File: src/rtl/led_clock_controller.sv
// -----------------------------------------------------------------------------
// led_clock_controller
//
// Generates a slow, programmable LED clock from sys_clk. Each output period is
// high_r cycles high followed by (period_r - high_r) cycles low. A new
// configuration can be offered at any time through a valid/ready handshake:
//   - in IDLE it becomes active immediately;
//   - while running it is parked in a one-entry shadow slot and swapped in
//     at the next period boundary, so a period in progress is never altered.
// Configurations that cannot produce a legal waveform are refused with a
// one-cycle cfg_err pulse and leave every stored setting untouched.
//
// Parameters
//   WIDTH       counter and configuration field width
//   DEF_PERIOD  period (sys_clk cycles) loaded by reset
//   DEF_HIGH    high-phase length (sys_clk cycles) loaded by reset
//
// Ports
//   sys_clk     single clock, rising edge
//   reset       synchronous, active-high
//   enable      level request to run the output clock
//   cfg_valid   a new configuration is offered
//   cfg_period  requested period in cycles
//   cfg_high    requested high-phase length in cycles
//   cfg_ready   shadow slot is free (no swap pending)
//   cfg_err     one-cycle pulse after a rejected configuration
//   clk_out     generated LED clock
//   tick        one-cycle pulse in the first cycle of every high phase
//   running     high whenever the controller is not idle
// -----------------------------------------------------------------------------
module led_clock_controller #(
  parameter int unsigned WIDTH      = 28,
  parameter int unsigned DEF_PERIOD = 150_000_000,
  parameter int unsigned DEF_HIGH   = 100_000_000
) (
  input  logic             sys_clk,
  input  logic             reset,
  input  logic             enable,
  input  logic             cfg_valid,
  input  logic [WIDTH-1:0] cfg_period,
  input  logic [WIDTH-1:0] cfg_high,
  output logic             cfg_ready,
  output logic             cfg_err,
  output logic             clk_out,
  output logic             tick,
  output logic             running
);

  typedef enum logic [1:0] {
    IDLE = 2'd0,
    HIGH = 2'd1,
    LOW  = 2'd2
  } state_t;

  localparam logic [WIDTH-1:0] ONE       = WIDTH'(1);
  localparam logic [WIDTH-1:0] TWO       = WIDTH'(2);
  localparam logic [WIDTH-1:0] RST_PERIOD = WIDTH'(DEF_PERIOD);
  localparam logic [WIDTH-1:0] RST_HIGH   = WIDTH'(DEF_HIGH);

  state_t           state;
  logic [WIDTH-1:0] counter;

  // Active configuration, used by the period in progress.
  logic [WIDTH-1:0] period_r;
  logic [WIDTH-1:0] high_r;

  // Shadow configuration, waiting for the next period boundary.
  logic [WIDTH-1:0] sh_period;
  logic [WIDTH-1:0] sh_high;
  logic             pending;

  logic handshake;
  logic cfg_bad;
  logic high_end;
  logic low_end;

  // The shadow slot is free exactly when no swap is pending.
  assign cfg_ready = ~pending;
  assign handshake = cfg_valid & ~pending;

  // A legal waveform needs at least one high cycle and at least one low cycle.
  assign cfg_bad = (cfg_period < TWO) || (cfg_high == '0) || (cfg_high >= cfg_period);

  // Last cycle of the high phase and last cycle of the whole period.
  assign high_end = (counter == (high_r - ONE));
  assign low_end  = (counter == (period_r - ONE));

  // ---------------------------------------------------------------------------
  // Sequencer, config intake and all registered outputs.
  // ---------------------------------------------------------------------------
  // NOTE: every register here is written with <= so that all of them update
  // together from the values present before the edge; mixing in = would make
  // the result depend on statement order.
  always_ff @(posedge sys_clk) begin
    if (reset) begin
      state    <= IDLE;
      counter  <= '0;
      clk_out  <= 1'b0;
      tick     <= 1'b0;
      cfg_err  <= 1'b0;
      running  <= 1'b0;
      period_r <= RST_PERIOD;
      high_r   <= RST_HIGH;
      pending  <= 1'b0;
      // NOTE: sh_period/sh_high are deliberately left out of reset; they are
      // only ever read while pending=1, and pending is cleared here.
    end else begin
      // Pulses default low and are raised only on the cycles that need them.
      tick    <= 1'b0;
      cfg_err <= handshake & cfg_bad;

      // Configuration intake. A handshake can only happen with pending=0,
      // so it never collides with the boundary swap below, which needs
      // pending=1.
      if (handshake && !cfg_bad) begin
        if (state == IDLE) begin
          period_r <= cfg_period;
          high_r   <= cfg_high;
        end else begin
          sh_period <= cfg_period;
          sh_high   <= cfg_high;
          pending   <= 1'b1;
        end
      end

      case (state)
        IDLE: begin
          if (enable) begin
            state   <= HIGH;
            counter <= '0;
            clk_out <= 1'b1;
            tick    <= 1'b1;
            running <= 1'b1;
          end
        end

        HIGH: begin
          counter <= counter + ONE;
          if (high_end) begin
            state   <= LOW;
            clk_out <= 1'b0;
          end
        end

        LOW: begin
          if (low_end) begin
            // Period boundary: the only place the active config may change
            // and the only place enable is honoured once running.
            counter <= '0;
            if (pending) begin
              period_r <= sh_period;
              high_r   <= sh_high;
              pending  <= 1'b0;
            end
            if (enable) begin
              state   <= HIGH;
              clk_out <= 1'b1;
              tick    <= 1'b1;
            end else begin
              state   <= IDLE;
              clk_out <= 1'b0;
              running <= 1'b0;
            end
          end else begin
            counter <= counter + ONE;
          end
        end

        default: begin
          // Unreachable encoding: fall back to a clean idle.
          state   <= IDLE;
          counter <= '0;
          clk_out <= 1'b0;
          running <= 1'b0;
        end
      endcase
    end
  end

endmodule

File: config.mk
export PLATFORM = sky130hd
export DESIGN_NAME = led_clock_controller
export DESIGN_NICKNAME = d
export VERILOG_FILES = /design/src/rtl/led_clock_controller.sv
export SDC_FILE = /design/constraint.sdc
export NUM_CORES = 1
export LEC_CHECK = 0
export BUFFER_PORTS_ARGS = -buffer_cell sky130_fd_sc_hd__clkbuf_2
export CAP_MARGIN = 20
export CORE_ASPECT_RATIO = 1.75
export CORE_MARGIN = 2
export CORE_UTILIZATION = 50
export CTS_CLUSTER_DIAMETER = 150
export DETAILED_ROUTE_END_ITERATION = 10
export PLACE_DENSITY = 0.71
export SLEW_MARGIN = 20
export SYNTH_ARGS = -nofsm -noshare
export SYNTH_HDL_FRONTEND = slang
export SYNTH_SLANG_ARGS = --single-unit
export TNS_END_PERCENT = 20
File: constraint.sdc
create_clock -name sys_clk -period 5.4 [get_ports sys_clk]
set_clock_uncertainty 0.05 [all_clocks]
set_input_delay 1.08 -clock sys_clk [delete_from_list [all_inputs] [get_ports sys_clk]]
set_output_delay 1.08 -clock sys_clk [all_outputs]
set_load 0.02 [all_outputs]
# After elaboration in Yosys (flattened, before gate mapping)
# Cells that the tools add are included.
# totals
elab_cells	72
ff_bits	147
inputBits	60
output_inout_bits	5
# classes
n_mux	33
eq_ne	8
magnitude_cmp	2
reduce_logical	9
n_bitwise	6
addsub	3
# ops
operator	n
$mux W28	12
$pmux W28 S3	1
$eq A28 B28 Y1	2
$sub A28 B1 Y28 const B	2
$add A28 B1 Y28 const B	1
$ge A28 B28 Y1	1
$logic_not A28 Y1	1
$lt A28 B2 Y1 const B	1
$mux W1	13
$ne A2 B2 Y1 const B	4
$mux W2	3
$pmux W1 S3	2
$pmux W2 S3	1
$reduce_and A3 Y1	2
$not A1 Y1	4
$reduce_and A4 Y1	1
$and A1 B1 Y1	2
$eq A2 B1 Y1 const B	1
$eq A2 B2 Y1 const B	1
$logic_not A2 Y1	1
$logic_or A1 B1 Y1	2
$pmux W1 S2	1
$logic_and A1 B1 Y1	1
$logic_not A1 Y1	1

# Logic depth before layout (Yosys ltp)
# logic_depth
word_depth	9
depth_mapped	13
depth_no_buf	11

# Worst setup path after synthesis
# OpenSTA, ideal clock, no wires.
# synth_path
path_kind	input to register
startpoint	input cfg_period[21]
endpoint	register sh_high[0], enable pin
arrival_ns	4.798
setup_ns	0.470
stages	10
path_buffers	0
required_time_ns	4.880
slack_ns	0.082
cell_sequence	inv_1 > ha_1 > a21o_1 > a21o_1 > a221oi_1 > nand2_1 > a21oi_1 > or2_2 > nand3_1 > nor2_1
# synth_between
elab_chain_len	6
elab_cells_between_ends	7
cone_classes	order compare: 2; reduce/logical: 5
# synth_rtl
item	line_no	text
from (decl)	40	input logic [WIDTH-1:0] cfg_period,
$lt A28 B2 Y1	82	assign cfg_bad = (cfg_period < TWO) || (cfg_high == '0) || (cfg_high >= cfg_period);
$logic_or A1 B1 Y1	82	
$logic_or A1 B1 Y1 (*)	82	
$logic_not A1 Y1 (*)	115	if (handshake && !cfg_bad) begin
$logic_and A1 B1 Y1 (*)	115	
$reduce_and A3 Y1 (no source line) (*)	--	
to (signal assigned)	121	sh_high <= cfg_high;
to (decl)	69	logic [WIDTH-1:0] sh_high;
# Mark *: on every way between the ends. The rest lies on a longest branch, timed or not.
# A chain may end at the register's enable or synchronous reset.

# Final worst setup path
# layout_path
startpoint	input cfg_period[9]
endpoint	register sh_high[1], enable pin
# The elaborated chain is that of the path after synthesis.

==> impl_metrics.yaml <==
timing:
  setup_viol: 0
  setup_tns_ns: 0
  max_freq_mhz: 257
  fin_crit_sh_pct: 72.0
  rsz0062_at_grt: "false"
  layout_min_cycle_time_ns: 3.89
  relSlewSlack_pct: 50.7
  worst_slew_pin_slew_ns: 0.731
  setup_slack_ns: 1.51
  maxSlewViolCount: 0
  finalHoldViolCount: 0
grt:
  grt_first_pass_wirelength_mm: 39.3
  antenna_found_initial: 0
  grt.overflow.total: 0
  grt_usage_pct: 26.0
  grt_pass1_vias: 7544
  grt_max_degree: 113
synth:
  synth-edff-count: 56
  synthTopCellsByArea: "dfxtp_1 20%, edfxtp_1 18%, ha_1 4.8%"
  netlist-cell-type-count: 74
  synth_top_area_share_pct: 20.0
  synth_cells: 1033
  synth.most_common_cell: "nor2_1"
  yosys.area.top_type: "dfxtp_1"
  synthTopCellsByCount: "112 x nor2_1, 91 x dfxtp_1, 77 x a21oi_1"
  seq_area_frac_synth_pct: 38.5
  yosys_warnings: 0
  async_reset_ff_share_pct: 0
  synth_nets: 1128
  synth-main-ff-cell: "dfxtp_1"
  synth_area_sq_um: 9090
  synth_seq_cells: 147
  avgSynthCellArea_sq_um: 8.80
cells_and_area:
  fin_util_pct: 56.9
  antenna_cells: 0
  syn2layout_area_growth_pct: 11.9
  final_layout_size_suffix_gt1_share_pct: 15.5
  nNetsFinal: 1166
critical_path:
  start_kind: "input pin"
  cp-end-kind: "register"
  r2r-end: "counter[21]"
  worstReg2RegStart: "period_r[0]"
  worstSetupPathType: "input pin to register"
  required_ns: 5.43
  path_max_fanout: 30
  reg2reg_depth: 10
  arrival_ns: 3.92
  r2r_slack_ns: 1.57
placement:
  preCtsSetupSlack_ns: 1.07
  dp_hpwl_mm: 18.2
  portBuffers: 64
  gp_congestion: 0.872
pwr:
  seqPwrFrac_pct: 39.0
  p_switching_mw: 1.32
  cellLeakagePower_nw: 3.76
  p_int_mw: 2.41
  powerDensity_nw_per_um2: 366
  peakVddDrop_mv: 0.252
  p_sw_share_pct: 35.4
  p_comb_share_pct: 30.6
  power.share.clock_pct: 30.3
  power_mw: 3.73
die:
  die_w_um: 106
  dieArea_sq_um: 19300
  ioPinCount: 65
  core_sq_um: 17900
  initial_core_util_pct: 50.8
  die_h_um: 182
  rows: 65
hold_path:
  hold-path-endpoint: "high_r[16]"
  whs_path_depth: 2
  min-delay-start: "sh_high[16]"
  hold_class: "register to register"
drt:
  wl_mm: 24.6
  drt_iter0_drc: 561
  wl_per_cell_um: 18.7
  vias_per_cell: 6.01
  vias: 7921
  drcViolationCount: 0
  firstDrtPassIters: 5
  final_antenna_net_count: 0
cts:
  cts-resized-gates: 0
  cts_hold_buffers: 0
  ctsRootBufferMaster: "clkbuf_16"
  cts_tree: "built"
  clk_latency_ns: 0.43
  clk_path_buf_depth: 2
  cts_setup_buffers: 0
  htreeDepth: 4
  clock_sink_count: 147
  clk_pin_slew_ns: 0.06
  numCtsBuffers: 17
job:
  maxCapViolCount: 0
run_status:
  status: "complete, no violations"
## through the flow
step | instance area (sq um) | hold slack [ns] | instances
after floorplan | 9090 | 0.413 | 1033
after global placement | 9620 | 0.422 | 1286
after detailed placement | 9620 | 0.436 | 1286
after CTS | 10200 | 0.455 | 1318
after global routing | 10200 | 0.477 | 1318
final | 10200 | 0.451 | 1318
## registers in the layout (all words and copies together), names as in the netlist
name	count
state	2
sh_high	28
period_r	28
sh_period	28
pending	1
clk_out	1
cfg_err	1
high_r	28
running	1
tick	1
counter	28
## how the worst max path moves through the flow
stage	startpoint	end	slack, ns	cells after the start
floorplan	cfg_period[21]	sh_high[0]	0.08	10
detailed placement	cfg_period[9]	sh_high[3]	1.07	13
global placement	cfg_period[9]	sh_high[1]	1.12	13
CTS	cfg_period[9]	sh_high[5]	1.50	13
finish	cfg_period[9]	sh_high[1]	1.51	13
global route	period_r[0]	period_r[12]	1.24	10
## logic make-up (layout without fill, tap and decap cells)
group,Yosys count,after routing,share of synthesized area (%)
DFF,147,147,38.5
buffers and inverters,127,178,5.57
adders and majority gates,35,35,4.82
AOI/OAI and AO/OA,236,236,18.3
and+or+nand+nor,386,386,22.3
xor gates and xnor gates,68,68,6.55
muxes,34,34,3.95
## worst max-delay path: stages
cell and delay [ns]:
clkbuf_2 0.11, inv_1 0.06, ha_1 0.31, a21oi_1 0.15, nor2_1 0.06, a211oi_1 0.42
o311ai_0 0.25, buf_4 0.20, a21oi_1 0.40, or2_2 0.21, nand3_1 0.12, nor2_4 0.13
buf_4 0.39
## placed cells by master, fill, tap and decap left out, drive strengths merged, types with 4 or more instances in the layout
cell type	synthesis	final
nor2	112	112
dfxtp	91	91
clkbuf	42	80
a21oi	77	77
inv	68	72
a211oi	58	58
edfxtp	56	56
nand2	55	55
nor3	47	47
xnor2	40	40
nand3	37	37
ha	35	35
nor4	33	33
o21ai	31	31
xor2	28	28
nand4	20	20
mux2i	19	19
mux2	15	15
o22ai	15	15
buf	17	15
nor2b	9	9
or4	9	9
nor3b	9	9
or3	8	8
a21o	7	7
and3	7	7
nand2b	6	6
and4	6	6
a31oi	6	6
or2	6	6
and2	6	6
nor4b	5	5
clkinvlp	0	5
o2111ai	5	5
clkinv	0	5
nand3b	4	4
a21boi	4	4
## cell type report
type                    instances  area, sq um
repair buffers                 78          453
fillers                      1669         7710
clock buffers                  17          425
clock inverters                15          131
well taps                     234          293
multi-input cells             759         5120
inverters                      68          255
flip-flops and latches        147         3500
## metal layers
layer,GRT usage [%],wire [um],up-vias
met5,0,0,-
met4,13.8,1230,0
met3,3.32,806,60
met2,46.8,12800,212
met1,29.7,9790,3772
li1,-,-,3877
## power groups by stage
stage	Combinational, mW	Clock [mW]	Sequential [mW]
6_report	1.14	1.13	1.45
5_1_grt	1.26	1.18	1.47
4_1_cts	1.14	1.14	1.45
3_5_place_dp	1.13	0	1.47
3_3_place_gp	1.11	0	1.47
2_1_floorplan	0.853	0	1.42
Power figures use the tool's default switching activity.
